File: src/rtl/writeback.sv
// ----------------------------------------------------------------------------
// writeback
//   Write-back stage and architectural register file of the SEQ processor.
//   Commits valE/valM into the Y86-64 program registers on the rising clock
//   edge, serves the two combinational decode read ports, holds the processor
//   status state machine (RUN -> HALTED on the first non-AOK instruction) and
//   counts retired instructions.
//
//   Optional feature macro: WB_BYPASS_EN
//     defined   : valA/valB forward same-cycle commit data on an ID match
//                 (valM forward has priority over valE).
//     undefined : valA/valB return stored register contents only.
//
// Ports
//   clk          in   rising-edge clock
//   rst_n        in   asynchronous active-low reset
//   instr_valid  in   an instruction completes this cycle
//   stat_in      in   [2:0] instruction status (AOK=1 HLT=2 ADR=3 INS=4)
//   dstE, dstM   in   [3:0] destination IDs, 0xF = no write
//   valE, valM   in   [63:0] execute result / load data
//   srcA, srcB   in   [3:0] decode read IDs, 0xF reads as zero
//   valA, valB   out  [63:0] read data
//   stat_out     out  [2:0] processor status
//   halted       out  high once the state machine has left RUN
//   retired      out  [CNT_W-1:0] count of committed AOK instructions
// ----------------------------------------------------------------------------
module writeback #(
    parameter int NREGS = 15,
    parameter int CNT_W = 64
) (
    input  logic             clk,
    input  logic             rst_n,
    input  logic             instr_valid,
    input  logic [2:0]       stat_in,
    input  logic [3:0]       dstE,
    input  logic [3:0]       dstM,
    input  logic [63:0]      valE,
    input  logic [63:0]      valM,
    input  logic [3:0]       srcA,
    input  logic [3:0]       srcB,
    output logic [63:0]      valA,
    output logic [63:0]      valB,
    output logic [2:0]       stat_out,
    output logic             halted,
    output logic [CNT_W-1:0] retired
);

    localparam logic [3:0] RNONE    = 4'hF;
    localparam logic [2:0] STAT_AOK = 3'd1;
    localparam logic [2:0] STAT_HLT = 3'd2;
    localparam logic [2:0] STAT_ADR = 3'd3;
    localparam logic [2:0] STAT_INS = 3'd4;

    typedef enum logic {
        RUN    = 1'b0,
        HALTED = 1'b1
    } state_t;

    state_t      state;
    state_t      state_next;
    logic [63:0] regs [NREGS];
    logic        commit;
    logic        halt_now;
    logic [2:0]  halt_stat;
    logic        wr_e;
    logic        wr_m;

    assign commit   = instr_valid && (state == RUN) && (stat_in == STAT_AOK);
    assign halt_now = instr_valid && (state == RUN) && (stat_in != STAT_AOK);
    assign wr_e     = commit && (dstE != RNONE) && (int'(dstE) < NREGS);
    assign wr_m     = commit && (dstM != RNONE) && (int'(dstM) < NREGS);

    // Undefined status codes are reported as INS.
    always_comb begin
        halt_stat = STAT_INS;
        if (stat_in == STAT_HLT || stat_in == STAT_ADR || stat_in == STAT_INS)
            halt_stat = stat_in;
    end

    // ---------------- status state machine ----------------
    always_ff @(posedge clk or negedge rst_n) begin
        if (!rst_n)
            state <= RUN;
        else
            state <= state_next;
    end

    always_comb begin
        state_next = state;
        if (halt_now)
            state_next = HALTED;
    end

    assign halted = (state == HALTED);

    // ---------------- status and retire counter ----------------
    always_ff @(posedge clk or negedge rst_n) begin
        if (!rst_n) begin
            stat_out <= STAT_AOK;
            retired  <= '0;
        end else begin
            if (halt_now)
                stat_out <= halt_stat;
            if (commit)
                retired <= retired + CNT_W'(1);
        end
    end

    // ---------------- register array ----------------
    // NOTE: the array sits on the async reset because the architecture
    // requires every program register to read zero while and after reset;
    // this costs a flop-based array rather than a RAM macro.
    always_ff @(posedge clk or negedge rst_n) begin
        if (!rst_n) begin
            for (int i = 0; i < NREGS; i++)
                regs[i] <= '0;
        end else begin
            if (wr_e)
                regs[dstE] <= valE;
            // NOTE: with non-blocking assignments the last one in program
            // order wins, so placing the valM write after valE gives valM
            // priority when dstE == dstM.
            if (wr_m)
                regs[dstM] <= valM;
        end
    end

    // ---------------- read ports ----------------
    function automatic logic [63:0] read_port(input logic [3:0] id);
        logic [63:0] data;
        data = '0;
        if (id != RNONE && int'(id) < NREGS)
            data = regs[id];
`ifdef WB_BYPASS_EN
        if (wr_m && dstM == id)
            data = valM;
        else if (wr_e && dstE == id)
            data = valE;
`endif
        return data;
    endfunction

    always_comb begin
        valA = read_port(srcA);
        valB = read_port(srcB);
    end

endmodule

File: config.mk
export PLATFORM = sky130hd
export DESIGN_NAME = writeback
export DESIGN_NICKNAME = d
export VERILOG_FILES = /design/src/rtl/writeback.sv
export SDC_FILE = /design/constraint.sdc
export NUM_CORES = 2
export LEC_CHECK = 0
export BUFFER_PORTS_ARGS = -buffer_cell sky130_fd_sc_hd__buf_2
export CORE_ASPECT_RATIO = 0.5
export CORE_UTILIZATION = 53
export DETAILED_ROUTE_END_ITERATION = 16
export PLACE_DENSITY = 0.68
export REMOVE_ABC_BUFFERS = 1
export SLEW_MARGIN = 0
export SYNTH_ARGS = -nofsm -noshare
export SYNTH_HDL_FRONTEND = slang
export SYNTH_SLANG_ARGS = --single-unit
export TNS_END_PERCENT = 20
File: constraint.sdc
create_clock -name clk -period 2.7 [get_ports clk]
set_input_delay 0 -clock clk [delete_from_list [all_inputs] [get_ports clk]]
set_output_delay 0 -clock clk [all_outputs]
set_load 0.02 [all_outputs]
## After elaboration in Yosys (flattened, before gate mapping)

Index checks and enable logic that the tools add are counted.

| word-level totals | value |
|---|---|
| register bits | 1028 |
| input bits | 150 |
| output and inout port bits | 196 |
| word-level logic and storage cells | 73 |

| operators by class | value |
|---|---|
| add/subtract/negate cells | 1 |
| order comparisons | 10 |
| equality and inequality tests | 9 |
| mux-type cells | 17 |
| bitwise logic cells | 5 |
| reductions and logical operators | 13 |

Operators by type and width:

| operator | number |
|---|---|
| 960-bit bitwise mux | 2 |
| 960-bit 2-to-1 mux | 2 |
| 64-bit binary-select mux with 4-bit select | 2 |
| 64-bit demux with 4-bit select | 2 |
| 64-bit 2-to-1 mux | 8 |
| 64-bit by 1-bit adder with 64-bit output, second input constant | 1 |
| 5-bit >= comparator, second input constant | 4 |
| 4-bit NOT with 5-bit output | 4 |
| 4-bit less-than comparator, second input constant | 4 |
| 4-bit inequality test, second input constant | 4 |
| 1-bit logical AND | 11 |
| 5-bit by 1-bit less-than comparator with 1-bit output, second input constant | 2 |
| 3-bit by 2-bit == test with 1-bit output, second input constant | 2 |
| 3-bit by 1-bit == test with 1-bit output, second input constant | 1 |
| 3-bit == test, second input constant | 1 |
| 3-bit 2-to-1 mux | 1 |
| 3-bit by 1-bit inequality test with 1-bit output, second input constant | 1 |
| 1-bit logical OR | 2 |
| 1-bit NOT | 1 |

## Longest topological paths before layout

| depth | value |
|---|---|
| depth after elaboration | 9 |
| mapped depth | 9 |
| mapped depth without buffers | 6 |

## Least setup slack after synthesis

No wires, ideal clock.

| path | value |
|---|---|
| path kind | flip-flop to flip-flop |
| start | register state, in the netlist halted |
| end | register regs[899] in the netlist's numbering |
| setup time | 0.137 ns |
| arrival time | 2.084 ns |
| data required time | 2.563 ns |
| slack | 0.479 ns |
| stages on the path, launching flop included | 9 |
| path buffers | 3 |
| clock period less this slack | 2.221 ns |
| path through | dfrtp_1 > nand2b_1 > clkbuf_1 > or4_4 > or3_1 > buf_4 > buf_6 > mux2i_1 > a21oi_1 |

| between the ends | value |
|---|---|
| longest elaborated chain between the ends | 8 |
| elaborated cells between the ends (all ways) | 10 |
| those cells by class | 3 x mux; 1 x bitwise; 6 x reduce/logical |

RTL lines:

| item | line | RTL |
|---|---|---|
| start: declaration | 59 | `state_t state;` |
| start signal: assignment | 85 | `state <= state_next;` |
| 1-bit NOT (*) | 68 | `assign commit = instr_valid && (state == RUN) && (stat_in == STAT_AOK);` |
| 1-bit logical AND (*) (2 in series) | 68 |  |
| 1-bit logical AND (2 in series) | 70 | `assign wr_e = commit && (dstE != RNONE) && (int'(dstE) < NREGS);` |
| 960-bit 2-to-1 mux | 118 | `if (wr_e)` |
| 960-bit bitwise mux | 124 | `regs[dstM] <= valM;` |
| 960-bit 2-to-1 mux (*) | 123 | `if (wr_m)` |
| end signal: indexed assignment | 119 | `regs[dstE] <= valE;` |
| end signal: indexed assignment | 124 |  |
| end: declaration | 61 | `logic [63:0] regs [NREGS];` |

Mark *: on every way between the ends. The rest lies on a longest branch, timed or not.
A chain may end at the register's enable or synchronous reset.

## Worst setup path in the final report

| path | value |
|---|---|
| start | register state, in the netlist halted |
| end | register regs[402] in the netlist's numbering |

Same word-level chain as after synthesis.

==> impl_metrics.yaml <==
timing:
  period_share: 0.974
  hold_viol: 0
  setup_viol: 0
  holdWs_ps: 164
  fin_skew_ps: 21.0
  max_clock_freq_mhz: 380
  setup_ws_ps: 69.7
  tightest_slew_ps: 1390
  max_slew_margin: 0.0699
  drv_slew: 0
  rsz0062_at_grt: "true"
  min_period_ps: 2630
critical_path:
  cp_max_fo: 64
  startpoint: "halted$_DFFE_PN0P_"
  crit_path_end_kind: "flop"
  cp.required_ps: 3370
  regToRegStartpoint: "halted$_DFFE_PN0P_"
  reg2reg_depth: 7
  rrSetupSlack_ps: 70
  timing.rr.end: "regs[402]$_DFF_PN0_"
  worstSetupStartpointType: "flop"
  worstPathArrival_ps: 3300
  critical_path_class: "flop to flop"
layout:
  regArea_um2: 25700
  nets: 6198
  fin_util: 0.612
  layout-drive-gt1-share: 0.203
  multi_input_area_um2: 33500
  n_fill_cell: 9064
  syn_to_final_growth_pct: 14.3
  post-route-cell-area_um2: 70500
  final_cells: 7664
logic_synthesis:
  synth-edff-count: 0
  syn-mean-instance-area_um2: 10.4
  synthFlopType: "dfrtp_1"
  syn_inst: 5917
  ys_warn_count: 0
  synth_seq_cells: 1028
  yosysUniqueCellTypes: 45
  async_flop_share: 1.00
  synth.cell_area_um2: 61700
  ys_seq_area_frac: 0.417
die:
  die_w_um: 484
  coreArea_um2: 115000
  die_area_um2: 118000
  num_rows: 88
  boundaryPins: 346
  start_util: 0.535
  fp.dieH_um: 243
power:
  swShare: 0.256
  p_per_area_nw_per_um2: 478
  leakagePower_uw: 0.0339
  vdd.ir_drop.worst_mv: 0.492
  seq_power_share: 0.467
  p_comb_frac: 0.089
  p_switching_uw: 8640
  power_frac_clock: 0.443
  p_int_uw: 25100
cts:
  cts_made_buffers: 98
  clk_pin_slew_ps: 60
  cts_tree: "done"
  clock_path_buffers: 3
  htreeDepth: 3
  cts_root_buffer: "clkbuf_16"
  clock_latency_ps: 730
  clkSinkCount: 1028
global_routing:
  track_usage: 0.376
  grt_max_degree: 129
  antenna_found_initial: 9
  grt_pass1_wl_um: 333000
  grt_pass1_vias: 52300
  grt.overflow.total: 0
placement:
  port_buffers: 345
  dpl.hpwl_um: 122000
  dp_slack_ps: 279
  gp_congestion: 0.855
  dp.cells: 7307
  postPlaceCellArea_um2: 65300
route:
  wl_per_cell_um: 29.5
  wl_um: 226000
  via_count: 53400
  route.detailed.drc: 0
  dr.pass1.iters: 7
  drtAntennaViolNets: 0
  vias_per_cell: 6.97
  drt_iter0_drc: 8099
status:
  status: "completed"
min_path:
  min_to: "regs[734]$_DFF_PN0_"
  hold_class: "input pin to flop"
  min_from: "dstE[0]"
  min_path_cells: 5
job:
  max-cap-violations: 0
==> layer usage <==
| layer | global-route usage | wire, um | vias up |
|---|---|---|---|
| li1 | - | - | 21900 |
| met1 | 0.514 | 83100 | 26400 |
| met2 | 0.559 | 100000 | 4300 |
| met3 | 0.103 | 31500 | 803 |
| met4 | 0.178 | 11400 | 6 |
| met5 | 0.00121 | 35 | - |
==> Yosys cell counts (2+ instances only) <==
master	number	area [um^2]
buf_6	19	214
mux2i_1	733	7340
nand2b_1	2	12.5
buf_1	75	282
and3_1	6	37.5
a31oi_1	128	801
nor3_1	29	145
nand2_1	656	2460
and2_1	5	31.3
nor2b_1	8	50.1
o21ai_0	320	1600
clkbuf_1	522	1960
nor4_1	15	93.8
or3_1	7	43.8
mux4_2	512	11500
or2_2	2	12.5
nor2_1	799	3000
or4_1	2	15.0
xnor2_1	25	219
buf_4	3	22.5
nand3_1	22	110
a21oi_1	677	3390
o32ai_1	192	1680
nand4_1	24	150
inv_1	14	52.6
xor2_1	38	333
buf_2	37	185
dfrtp_1	1027	25700
nor3b_1	2	15.0
==> cell families (layout without fill, tap and decap cells) <==
kind of cell               after synthesis  count (layout)  share of synthesized area
and+or+nand+nor                       1589            1589                      0.102
xor gates and xnor gates                63              63                    0.00895
DFF                                   1028            1028                      0.417
muxes                                 1246            1246                      0.306
buffers and inverters                  670             879                     0.0440
adders and majority gates                1               1                   0.000203
other                                    0               8                          0
AOI/OAI and AO/OA                     1320            1320                      0.122
==> worst max path at each step <==
stage                                to  slack [ps]  cells after the start
floorplan           regs[128]$_DFF_PN0_       -5490                      5
global placement    regs[160]$_DFF_PN0_         330                      8
detailed placement  regs[189]$_DFF_PN0_         280                      8
CTS                 regs[445]$_DFF_PN0_          20                      7
global route        regs[402]$_DFF_PN0_         -20                      7
finish              regs[402]$_DFF_PN0_          70                      7
==> cell usage in the layout (no fill, tap or decap), types with 5 or more instances in the layout <==
cell	instances
dfrtp_1	1026
nor2_1	796
mux2i_1	733
a21oi_1	677
nand2_1	642
mux4_2	512
buf_2	336
o21ai_0	320
o32ai_1	192
dlygate4sd3_1	165
a31oi_1	128
clkbuf_16	105
buf_4	86
buf_12	82
xor2_1	38
nor3_1	28
xnor2_1	25
nand4_1	24
clkinv_2	22
clkbuf_8	21
nand3_1	20
clkbuf_1	19
nand2_4	14
inv_1	14
nor4_1	13
bufinv_16	10
diode_2	8
or3_4	6
nor2b_1	5
nor2_4	5
buf_8	5
==> sequential cells by signal, indices dropped and copies added, names as in the netlist <==
name / count
regs: 960
retired: 64
stat_out: 3
halted: 1
==> metrics by stage <==
step / TNS [ps] / power [uW]
6_report: 0 / 33700
5_1_grt: -22.9 / 34600
4_1_cts: 0 / 33700
3_5_place_dp: 0 / 18800
3_3_place_gp: 0 / 18700
2_1_floorplan: -1789100 / 16900
==> area by class of cell <==
| cell class | instances | share of cell area |
|---|---|---|
| tap | 1530 | 0.0271 |
| antenna | 8 | 0.000284 |
| timing repair buffer | 686 | 0.0844 |
| sequential | 1028 | 0.365 |
| inverter | 14 | 0.000745 |
| clock inverter | 38 | 0.00685 |
| clock buffer | 141 | 0.0410 |
| multi-input combinational | 4219 | 0.475 |
==> critical path, stage by stage, from the launching register on <==
cell,delay [ps]
dfrtp_2,440
nor2b_2,260
nand3_4,260
nor3_4,220
clkbuf_16,480
nand2_1,100
a31oi_1,190
dlygate4sd3_1,580
==> power by group through the flow <==
| stage | Sequential [uW] | Combinational (uW) | Clock [uW] |
|---|---|---|---|
| final | 15800 | 3010 | 14900 |
| after global routing | 15800 | 3160 | 15600 |
| after CTS | 15700 | 2960 | 15000 |
| after detailed placement | 16000 | 2760 | 0 |
| after global placement | 16000 | 2720 | 0 |
| after floorplan | 16000 | 871 | 0 |
==> what timing repair did <==
action	CTS	global route
hold buffers	166	0
setup endpoints to repair	0	17
resized for setup	0	11
hold endpoints to repair	1436	0
setup buffers	0	1
Note: power is estimated with default switching activity, not from simulation.
